$ cat config.mk
export PLATFORM = sky130hd
export DESIGN_NAME = moving_average_stream
export DESIGN_NICKNAME = d
export VERILOG_FILES = /design/src/rtl/moving_average_stream_pkg.sv /design/src/rtl/sample_delay_line.sv /design/src/rtl/moving_average_stream.sv
export SDC_FILE = /design/constraint.sdc
export NUM_CORES = 1
export LEC_CHECK = 0
export ABC_AREA = 1
export BUFFER_PORTS_ARGS = -buffer_cell sky130_fd_sc_hd__buf_2
export CAP_MARGIN = 40
export CORE_ASPECT_RATIO = 1.1
export CORE_MARGIN = 8
export CORE_UTILIZATION = 58
export DETAILED_ROUTE_END_ITERATION = 7
export PLACE_DENSITY = 0.76
export SLEW_MARGIN = 20
export SYNTH_ARGS = -nofsm -noshare
export SYNTH_HDL_FRONTEND = slang
export SYNTH_SLANG_ARGS = --single-unit
$ cat constraint.sdc
create_clock -name system1000 -period 13.3 [get_ports system1000]
set_clock_uncertainty 0.15 [all_clocks]
set_input_delay 1.33 -clock system1000 [delete_from_list [all_inputs] [get_ports system1000]]
set_output_delay 1.33 -clock system1000 [all_outputs]
set_load 0.02 [all_outputs]
$ cat src/rtl/moving_average_stream_pkg.sv
// Shared types and width helpers for the moving-average streaming filter.
package moving_average_pkg;

  // Output selection: raw window sum, or sum scaled down by the window depth.
  typedef enum logic {
    MA_SUM     = 1'b0,
    MA_AVERAGE = 1'b1
  } ma_mode_e;

  // Accumulator width that holds DEPTH full-scale samples without wrapping.
  function automatic int acc_width(input int data_w, input int log2_depth);
    return data_w + log2_depth;
  endfunction

endpackage

$ cat src/rtl/sample_delay_line.sv
// Enabled shift register of DEPTH samples; tap 0 is the newest, the
// oldest tap is exposed so a running-sum filter can subtract it.
module sample_delay_line #(
  parameter int DATA_W = 8,
  parameter int DEPTH  = 16
) (
  input  logic              clk_i,
  input  logic              rst_i,
  input  logic              clear_i,
  input  logic              en_i,
  input  logic [DATA_W-1:0] data_i,
  output logic [DATA_W-1:0] oldest_o
);

  logic [DATA_W-1:0] taps_q [DEPTH];

  // Shift on enable; clear and reset both empty the window to zeros.
  always_ff @(posedge clk_i or posedge rst_i) begin
    if (rst_i) begin
      for (int i = 0; i < DEPTH; i++) taps_q[i] <= '0;
    end else if (clear_i) begin
      for (int i = 0; i < DEPTH; i++) taps_q[i] <= '0;
    end else if (en_i) begin
      taps_q[0] <= data_i;
      for (int i = 1; i < DEPTH; i++) taps_q[i] <= taps_q[i-1];
    end
  end

  assign oldest_o = taps_q[DEPTH-1];

endmodule

$ cat src/rtl/moving_average_stream.sv
// Streaming moving-average filter: running window sum with a registered
// SUM/AVERAGE output, a warm-up gate and a synchronous clear.
//
// Handshake: a sample transfers on a clock edge where in_valid && in_ready;
// a result transfers where out_valid && out_ready. in_ready is
// !out_valid || out_ready, so a stalled output freezes the whole block and
// the only combinational input-to-output path is out_ready -> in_ready.
module moving_average_stream
  import moving_average_pkg::*;
#(
  parameter int       DATA_W     = 8,
  parameter int       LOG2_DEPTH = 4,
  parameter ma_mode_e MODE       = MA_AVERAGE,
  parameter int       WARMUP     = 1
) (
  input  logic                                 system1000,
  input  logic                                 system1000_rst,
  input  logic                                 clear,
  input  logic                                 in_valid,
  output logic                                 in_ready,
  input  logic        [DATA_W-1:0]             in_data,
  output logic                                 out_valid,
  input  logic                                 out_ready,
  output logic signed [DATA_W+LOG2_DEPTH-1:0]  out_data,
  output logic signed [DATA_W+LOG2_DEPTH-1:0]  out_sum,
  output logic                                 window_full
);

  localparam int DEPTH = 1 << LOG2_DEPTH;
  localparam int ACC_W = acc_width(DATA_W, LOG2_DEPTH);
  localparam int EXT_W = ACC_W - DATA_W;
  localparam int CNT_W = LOG2_DEPTH + 1;
  localparam logic [CNT_W-1:0] DEPTH_CNT = CNT_W'(DEPTH);

  logic signed [ACC_W-1:0] sum_q, sum_d;
  logic signed [ACC_W-1:0] out_data_q, out_data_d;
  logic        [CNT_W-1:0] cnt_q, cnt_d;
  logic                    out_valid_q, out_valid_d;

  logic                    accept;
  logic        [DATA_W-1:0] oldest;
  logic signed [ACC_W-1:0] sum_next;

  assign in_ready = !out_valid_q || out_ready;
  assign accept   = in_valid && in_ready;

  sample_delay_line #(
    .DATA_W (DATA_W),
    .DEPTH  (DEPTH)
  ) u_delay (
    .clk_i    (system1000),
    .rst_i    (system1000_rst),
    .clear_i  (clear),
    .en_i     (accept),
    .data_i   (in_data),
    .oldest_o (oldest)
  );

  // Sign-extend both ends of the window so the sum is exact at full scale.
  assign sum_next = sum_q
                  + $signed({{EXT_W{in_data[DATA_W-1]}}, in_data})
                  - $signed({{EXT_W{oldest[DATA_W-1]}}, oldest});

  // Next-state: clear beats accept; an idle transfer drops out_valid.
  always_comb begin
    sum_d       = sum_q;
    cnt_d       = cnt_q;
    out_data_d  = out_data_q;
    out_valid_d = out_valid_q;
    if (clear) begin
      sum_d       = '0;
      cnt_d       = '0;
      out_data_d  = '0;
      out_valid_d = 1'b0;
    end else if (accept) begin
      sum_d       = sum_next;
      cnt_d       = (cnt_q == DEPTH_CNT) ? cnt_q : cnt_q + 1'b1;
      out_data_d  = (MODE == MA_SUM) ? sum_next : (sum_next >>> LOG2_DEPTH);
      out_valid_d = !((WARMUP != 0) && (cnt_d != DEPTH_CNT));
    end else if (out_valid_q && out_ready) begin
      out_valid_d = 1'b0;
    end
  end

  // State and output registers.
  always_ff @(posedge system1000 or posedge system1000_rst) begin
    if (system1000_rst) begin
      sum_q       <= '0;
      cnt_q       <= '0;
      out_data_q  <= '0;
      out_valid_q <= 1'b0;
    end else begin
      sum_q       <= sum_d;
      cnt_q       <= cnt_d;
      out_data_q  <= out_data_d;
      out_valid_q <= out_valid_d;
    end
  end

  assign out_valid   = out_valid_q;
  assign out_data    = out_data_q;
  assign out_sum     = sum_q;
  assign window_full = (cnt_q == DEPTH_CNT);

endmodule

# --- Word level (Yosys, flattened, before mapping) ---
# Cells that the tools add are included.
totals:
  inputBits: 13
  out_inout_bits: 27
  elab_cells: 44
  ff_bits: 158
op_classes:
  muxes: 12
  n_addsub: 3
  eq_ne: 2
  n_reduce_logical: 7
ops:
  columns: ["cell", "count"]
  rows:
  - ["128-bit two-way mux", 2]
  - ["12-bit two-way mux", 4]
  - ["5-bit two-way mux", 3]
  - ["12-bit by 8-bit adder with 12-bit output", 1]
  - ["12-bit by 8-bit subtractor with 12-bit output", 1]
  - ["5-bit by 1-bit adder with 5-bit output, second input constant", 1]
  - ["5-bit == test, second input constant", 1]
  - ["5-bit inequality test, second input constant", 1]
  - ["1-bit two-way mux", 3]
  - ["3-bit nonzero test", 1]
  - ["1-bit logical AND", 2]
  - ["1-bit zero test", 2]
  - ["2-bit nonzero test", 1]
  - ["1-bit logical OR", 1]

# --- Longest topological paths before layout ---
# Gate-level depths: netlist of the first run.
depth:
  ltp_word: 6
  ltp_mapped: 14
  mapped_depth_nobuf: 14

# --- By module ---
# A second synthesis of the first run with hierarchy kept.
hier_totals:
  cells_unflattened: 841
  area_unflattened_um2: 7025.5
by_module_without_submodules:
  columns: ["mod", "seq_area_each_um2", "cells_each", "area_each_um2", "instances"]
  rows:
  - ["sample_delay_line", 3203.1, 565, 5091.1, 1]
  - ["moving_average_stream", 450.4, 276, 1934.4, 1]

# --- Worst setup path before layout of the first run ---
# No wires, ideal clock.
synth_path:
  path_type: "input -> register"
  startpoint: "input in_data[2]"
  endpoint: "register sum_q[4], in the netlist out_sum[4]"
  setup_slack_ns: 10.130
  arrival_ns: 2.893
  setup_time_ns: 0.127
  stages: 9
  path_buffers: 0
  required_ns: 13.023
  cell_sequence: "inv_1 fa_1 inv_1 ha_1 nand3_1 nand3_1 or2_2 nand3_1 o21ai_0"
synth_between:
  elab_chain_len: 4
synth_rtl:
  columns: ["item", "line", "source"]
  rows:
  - ["from (decl)", "moving_average_stream.sv:21", "input logic [DATA_W-1:0] in_data,"]
  - ["12-bit by 8-bit adder with 12-bit output", "moving_average_stream.sv:61", "+ $signed({{EXT_W{in_data[DATA_W-1]}}, in_data})"]
  - ["12-bit by 8-bit subtractor with 12-bit output", "moving_average_stream.sv:62", "- $signed({{EXT_W{oldest[DATA_W-1]}}, oldest});"]
  - ["12-bit two-way mux", "moving_average_stream.sv:75", "end else if (accept) begin"]
  - ["12-bit two-way mux", "moving_average_stream.sv:70", "if (clear) begin"]
  - ["to (signal assigned)", "moving_average_stream.sv:93", "sum_q <= sum_d;"]
  - ["to (decl)", "moving_average_stream.sv:35", "logic signed [ACC_W-1:0] sum_q, sum_d;"]
# No other way between the ends. The select of a mux whose other input is x is not followed.
# A chain may end at the register's enable or synchronous reset.

# --- Worst setup path after layout of the first run ---
layout_path:
  startpoint: "input out_ready"
  endpoint: "output in_ready"
layout_between:
  elab_chain_len: 1
layout_rtl:
  columns: ["item", "line", "source"]
  rows:
  - ["from (decl)", "moving_average_stream.sv:23", "input logic out_ready,"]
  - ["1-bit logical OR", "moving_average_stream.sv:44", "assign in_ready = !out_valid_q || out_ready;"]
  - ["to (decl)", "moving_average_stream.sv:20", "output logic in_ready,"]
# No other way between the ends.

==> results of run 1 <==
-- cells by family after synthesis --
family / after synthesis
XOR/XNOR: 4
adder cells (fa/ha/maj): 26
AND/OR/NAND/NOR: 129
AO/OA/AOI/OAI: 152
buffers and inverters: 236
flip-flops: 146
-- cell type report --
type / count / area [um2]
Timing Repair Buffer: 45 / 300
Clock buffer: 23 / 488
Clock inverter: 8 / 150
Sequential cell: 146 / 3650
Inverter: 194 / 736
Fill cell: 929 / 4050
Tap cell: 154 / 193
Multi-Input combinational cell: 311 / 2360
-- synth_stat cells, drive strengths merged --
| cell type | instances | area [um2] |
|---|---|---|
| a21oi | 7 | 46.3 |
| buf | 40 | 298 |
| clkbuf | 2 | 7.51 |
| dfrtp | 146 | 3650 |
| fa | 11 | 220 |
| ha | 15 | 188 |
| inv | 194 | 728 |
| nand2 | 83 | 319 |
| nand3 | 22 | 115 |
| nand4 | 3 | 18.8 |
| nor2 | 19 | 71.3 |
| o21ai | 17 | 85.1 |
| o21bai | 1 | 7.51 |
| o22ai | 127 | 1230 |
| or2 | 2 | 12.5 |
| xnor2 | 1 | 8.76 |
| xor2 | 3 | 26.3 |
-- sequential cells by signal, summed over array words and instances (netlist names) --
name              cells
cnt_q                 5
out_valid             1
out_sum              11
u_delay.taps_q      120
out_data              1
u_delay.oldest_o      8
-- layout by cell type (no fill, tap or decap), drive strengths merged --
cell / instances
nor2: 19
o22ai: 127
nand4: 3
o21bai: 1
bufinv: 4
clkbuf: 23
ha: 15
dfrtp: 146
a21oi: 7
clkinv: 3
xnor2: 1
or2: 2
inv: 194
fa: 11
buf: 45
xor2: 3
nand3: 22
nand2: 83
o21ai: 17
clkinvlp: 1
-- per-stage QoR --
step                      hold WS [ns]  util, %  cells  power [mW]  area [um2]
after floorplan                  0.307        -    693       0.686        7040
after global placement           0.347     60.0    847       0.726        7160
after detailed placement         0.352     60.5    849       0.733        7210
after CTS                        0.370     65.8    880        1.25        7850
after global routing             0.381     66.0    881        1.30        7880
final                            0.367     66.0    881        1.24        7880
-- metal layers --
metal | vias to the layer above | share of wire (%) | wire length, um | global-route usage [%]
li1 | 2232 | - | - | -
met1 | 2306 | 44 | 5980 | 22.3
met2 | 84 | 49 | 6620 | 27.9
met3 | 20 | 4.4 | 590 | 4.80
met4 | 0 | 2.1 | 278 | 7.57
met5 | - | 0 | 0 | 0
-- worst register-to-register path, stage by stage (launching register included) --
cell and delay [ns]:
dfrtp_1 0.40, nand2_4 0.11, nand3_4 0.53, inv_1 0.71
o21ai_0 0.18, a21oi_1 0.17, o21bai_1 0.14
-- path summary, 6_finish.rpt --
path / start / end / slack [ns] / cells past startpoint
worst max-delay path: out_ready / in_ready / 10.10 / 4
worst min-delay path: u_delay.taps_q[76] / u_delay.taps_q[76] / 0.37 / 2
worst max register to register: out_valid / out_sum[3] / 10.83 / 6
worst min register to register: u_delay.taps_q[76] / u_delay.taps_q[76] / 0.37 / 2
max in group asynchronous: system1000_rst / u_delay.taps_q[36] / 11.08 / 4
min in group asynchronous: system1000_rst / u_delay.taps_q[115] / 0.88 / 2
-- where the power goes --
part / internal (mW) / leakage [nW] / total (mW) / switching [mW]
clock: 0.333 / 0.309 / 0.511 / 0.177
sequential: 0.457 / 2.02 / 0.468 / 0.0110
combinational: 0.0853 / 1.29 / 0.257 / 0.172
==> flow_summary.yaml, run 1 <==
global_routing:
  grt_pass1_vias: 4782
  grtUsageTotal_pct: 17.7
  grt_pass1_wl_um: 22700
  antenna_found_initial: 0
  grt_max_degree: 77
  overflow: 0
pwr:
  irDropWorstVdd_mv: 0.101
  power.leakage_nw: 3.62
  power_density_nw_per_um2: 157
die:
  die_h_um: 132
  die_width_um: 121
  io_pins: 40
  num_rows: 42
  fp.coreArea_um2: 11900
  start_util_pct: 59.0
  dieArea_um2: 15900
layout:
  n_antenna_cell: 0
  final_layout_size_suffix_gt1_share_pct: 20.9
  syn_to_final_growth_pct: 11.9
  fin_nets: 754
logic_synthesis:
  synthMuxAreaShare_pct: 0
  syn-num-nets: 732
  synth_top_family_by_area: "compound AO/OA/AOI/OAI gates"
  synth_area_um2: 7040
  synth-simple-area-share_pct: 7.63
  ys_ff_latch: 146
  seq_area_frac_synth_pct: 51.9
  synthXorXnorAreaFrac_pct: 0.498
  syn-mean-instance-area_um2: 10.2
  netlist_instances: 693
  synth_cell_types: 24
  synth-compound-area-share_pct: 19.5
  synthAdderAreaFrac_pct: 5.80
  synth_warnings: 0
critical_path:
  path_max_fanout: 4
  cp.arrival_ns: 1.72
  path_class: "in2out"
  slowest_delay_ns: 0.17
  crit_slowest_cell: "buf_2"
  timing.critical_path.mode_cell: "buf_2"
  crit_family: "buffers and inverters"
  path_cells: "buf_2 -> inv_2 -> nand2_4 -> buf_2"
  crit_required_ns: 11.82
  critPathLaunchType: "input pin"
  worstSetupEndpointType: "primary output"
  critPathBufInv: 3
placement:
  routabilityCongestion: 0.813
  dpl_worst_slack_ns: 9.76
  post-dp-hpwl_um: 8730
  io_buffers: 39
drt:
  drtIter0Drc: 373
  drt-pass1-iter-count: 4
  vias: 4642
  post_drt_via_cell_ratio: 5.27
  antenna_left: 0
  wl_per_cell_um: 15.3
  wl_um: 13500
  drc: 0
clock_tree:
  cts_resized: 0
  clockRootBuffer: "clkbuf_16"
  hold_buffers: 0
  cts.htree.levels: 4
  clk_pin_slew_ns: 0.05
  cts_tree: "done"
  post_cts_buffers: 0
  cts_buffer_depth: 2
  clk_latency_ns: 0.41
  cts_made_buffers: 17
  cts.sinks: 146
sta:
  slew_headroom_pct: 49.8
  worst_pin_slew_ns: 0.753
  finalHoldViolCount: 0
  max_freq_mhz: 312
  setup-tns-final_ns: 0
  min_period_over_period_pct: 24.1
  setup_slack_ns: 10.10
  grt_setup_unrepaired: "no"
  slew_viol_final: 0
  fin_crit_ns: 3.20
  setup_viol: 0
job:
  max_cap_violations: 0
min_path:
  hp-class: "reg2reg"
status:
  outcome: "completed"
Note: power is estimated with default switching activity, not from simulation.
==> run 2: changes to the inputs <==
--- a/config.mk
+++ b/config.mk
@@ -5,7 +5,7 @@
 export SDC_FILE = /design/constraint.sdc
 export NUM_CORES = 1
 export LEC_CHECK = 0
-export ABC_AREA = 1
+export ABC_AREA = 0
 export BUFFER_PORTS_ARGS = -buffer_cell sky130_fd_sc_hd__buf_2
 export CAP_MARGIN = 40
 export CORE_ASPECT_RATIO = 1.1
==> constraint.sdc (replaced) <==
create_clock -name system1000 -period 3.1 [get_ports system1000]
set_clock_uncertainty 0.15 [all_clocks]
set_input_delay 0.31 -clock system1000 [delete_from_list [all_inputs] [get_ports system1000]]
set_output_delay 0.31 -clock system1000 [all_outputs]
set_load 0.02 [all_outputs]
==> run 2 against run 1 <==
  * The run now ends with hold timing left
  * Core utilization increased by 1.1 points
  * Synthesized area shrank 3.8%
  * Hold slack worse by 0.42 ns
  * Non-clock buffer count up 4
  * Critical path type is now reg2reg
  * Critical endpoint is now out_data[10]
  * Largest cell class unchanged
  * Largest power group unchanged
  * Highest routed layer unchanged
==> flow_summary.yaml, run 2 <==
status:
  outcome: "finished with violations"
  violations: "hold timing"
drt:
  drt-pass1-iter-count: 5
  wl_per_cell_um: 14.3
  drtIter0Drc: 499
  drc: 0
  vias: 5135
  wl_um: 13500
  antenna_left: 0
  post_drt_via_cell_ratio: 5.43
layout:
  largest_register_ffs: 120
  n_antenna_cell: 0
  mostFrequentLayoutCells: "nand2_1, dfrtp_1, a21oi_1, inv_1, buf_2"
  syn_to_final_growth_pct: 13.5
  regMostFlops: "u_delay.taps_q"
  layout_commonest_cell: "nand2_1"
  final_layout_size_suffix_gt1_share_pct: 10.8
  final_area_um2: 7680
  fin_nets: 822
clock_tree:
  cts_made_buffers: 17
  clk_pin_slew_ns: 0.06
  cts_buffer_depth: 2
  clockRootBuffer: "clkbuf_16"
  cts_tree: "done"
  cts.sinks: 146
  clk_latency_ns: 0.42
  cts.htree.levels: 4
sta:
  whs_ns: -0.0487
  max_freq_mhz: 334
  finalHoldViolCount: 53
  grt_setup_unrepaired: "no"
  slew_headroom_pct: 47.5
  setup_viol: 0
  worst_pin_slew_ns: 0.788
  min_period_over_period_pct: 96.6
  slew_viol_final: 0
  fin_crit_ns: 3.00
  setup-tns-final_ns: 0
die:
  start_util_pct: 59.2
  fp.coreArea_um2: 11400
  die_h_um: 129
  io_pins: 40
  die_width_um: 119
  dieArea_um2: 15400
  num_rows: 41
logic_synthesis:
  synth_area_leaders: "dfrtp_1, nand2_1, a21oi_1, fa_1, ha_1"
  synthMostInstantiatedCell: "nand2_1"
  synth_warnings: 0
  synthArstFlopShare_pct: 100
  yosysTopAreaCell: "dfrtp_1"
  synth_cell_types: 37
  netlist_instances: 774
  ys_ff_latch: 146
  synth_common_cells: "nand2_1, dfrtp_1, a21oi_1, clkbuf_1, inv_1"
  synth_top_area_share_pct: 54.0
  synth_area_um2: 6770
  ys.flop_type: "dfrtp_1"
  synth-edff-count: 0
  syn-mean-instance-area_um2: 8.75
  seq_area_frac_synth_pct: 54.0
  syn-num-nets: 813
global_routing:
  grtUsageTotal_pct: 18.1
  grt_max_degree: 147
  antenna_found_initial: 0
  grt_pass1_wl_um: 22800
  overflow: 0
  grt_pass1_vias: 5013
critical_path:
  cp.arrival_ns: 3.15
  critPathLaunchType: "flip-flop"
  path_class: "reg2reg"
  path_max_fanout: 4
  crit_required_ns: 3.25
  r2r_slack_ns: 0.10
  worstSetupEndpointType: "flip-flop"
pwr:
  power_switching_mw: 1.61
  netSwitchingFraction_pct: 29.8
  power.leakage_nw: 3.45
  power_frac_comb_pct: 21.9
  power_density_nw_per_um2: 703
  finalPower_mw: 5.40
  seq_power_share_pct: 37.6
  p_clk_share_pct: 40.5
  intPower_mw: 3.79
  irDropWorstVdd_mv: 0.424
min_path:
  hp-class: "in2async"
placement:
  placed_cell_area_um2: 7000
  post-dp-hpwl_um: 8180
  routabilityCongestion: 0.850
  io_buffers: 39
job:
  max_cap_violations: 0
## run 2: cell types whose count changed in the layout (fill, tap and decap cells not counted), moves of 7 or more
cell / before / now
o21ai_0: 17 / 10
inv_1: 191 / 43
o22ai_2: 70 / 0
nand2_1: 82 / 277
nand3_1: 21 / 2
o22ai_1: 57 / 0
a21oi_1: 6 / 145
## run 2: layer usage
layer  up-vias  GRT usage, %  wire [um]
met4         0          8.12        243
met1      2524          22.2       6000
met5         -             0          0
met2       104          29.4       6780
li1       2486             -          -
met3        21          4.96        499
## run 2: timing repair
item                                    in CTS  in global routing
hold endpoints to repair                     3                  0
buffers inserted                             0                  0
hold buffers                                 3                  0
endpoints found under the setup margin       0                  2
resized for setup                            0                  2
## run 2: cell families (layout without fill, tap and decap cells)
kind of cell | after synthesis | in the layout | share of synthesized area, %
muxes | 1 | 1 | 0.222
buffers and inverters | 103 | 125 | 6.39
xor gates and xnor gates | 11 | 11 | 1.42
AOI/OAI and AO/OA | 173 | 173 | 13.7
adders and majority gates | 26 | 26 | 6.02
DFF | 146 | 146 | 54.0
and+or+nand+nor | 314 | 314 | 18.3
## run 2: per-stage QoR
stage                     setup WS [ns]  instances  hold WS, ns  utilization (%)
after global routing            0.00222        946       0.0104             67.2
after global placement           0.0872        911        0.352             61.2
after floorplan                   0.106        774        0.291                -
after detailed placement        -0.0172        911        0.361             61.2
after CTS                        0.0289        946     0.000440             67.0
final                             0.104        946      -0.0487             67.2
## run 2: power by group through the flow
stage | Combinational (mW) | Clock (mW) | Sequential [mW]
floorplan | 0.883 | 0 | 2.11
global placement | 1.10 | 0 | 2.06
detailed placement | 1.15 | 0 | 2.07
CTS | 1.17 | 2.22 | 2.03
global route | 1.30 | 2.31 | 2.04
finish | 1.18 | 2.19 | 2.03
## run 2: worst max-delay path, stage by stage (launching register included)
cell and delay, ns:
dfrtp_1 0.38, inv_1 0.07, fa_1 0.51, inv_1 0.05, ha_1 0.33, o211ai_1 0.13
o21ai_2 0.27, o311ai_4 0.14, or3_1 0.39, and3_4 0.19, mux2_4 0.28
## run 2: area by class of cell
| class | instances | area, um2 |
|---|---|---|
| Tap cell | 150 | 188 |
| Clock buffer | 20 | 457 |
| Clock inverter | 12 | 178 |
| Fill cell | 863 | 3760 |
| Timing Repair Buffer | 49 | 330 |
| Inverter | 44 | 169 |
| Sequential cell | 146 | 3650 |
| Multi-Input combinational cell | 525 | 2710 |
## run 2: worst paths after layout
kind                                       endpoint               start  cells after the start
worst max-delay path                   out_data[10]          out_sum[2]                     10
min in group system1000         u_delay.taps_q[125]          in_data[5]                      3
worst min-delay path             u_delay.taps_q[70]      system1000_rst                      3
max in group asynchronous        u_delay.taps_q[21]      system1000_rst                      3
worst min register to register   u_delay.taps_q[46]  u_delay.taps_q[54]                      2
worst max register to register         out_data[10]          out_sum[2]                     10
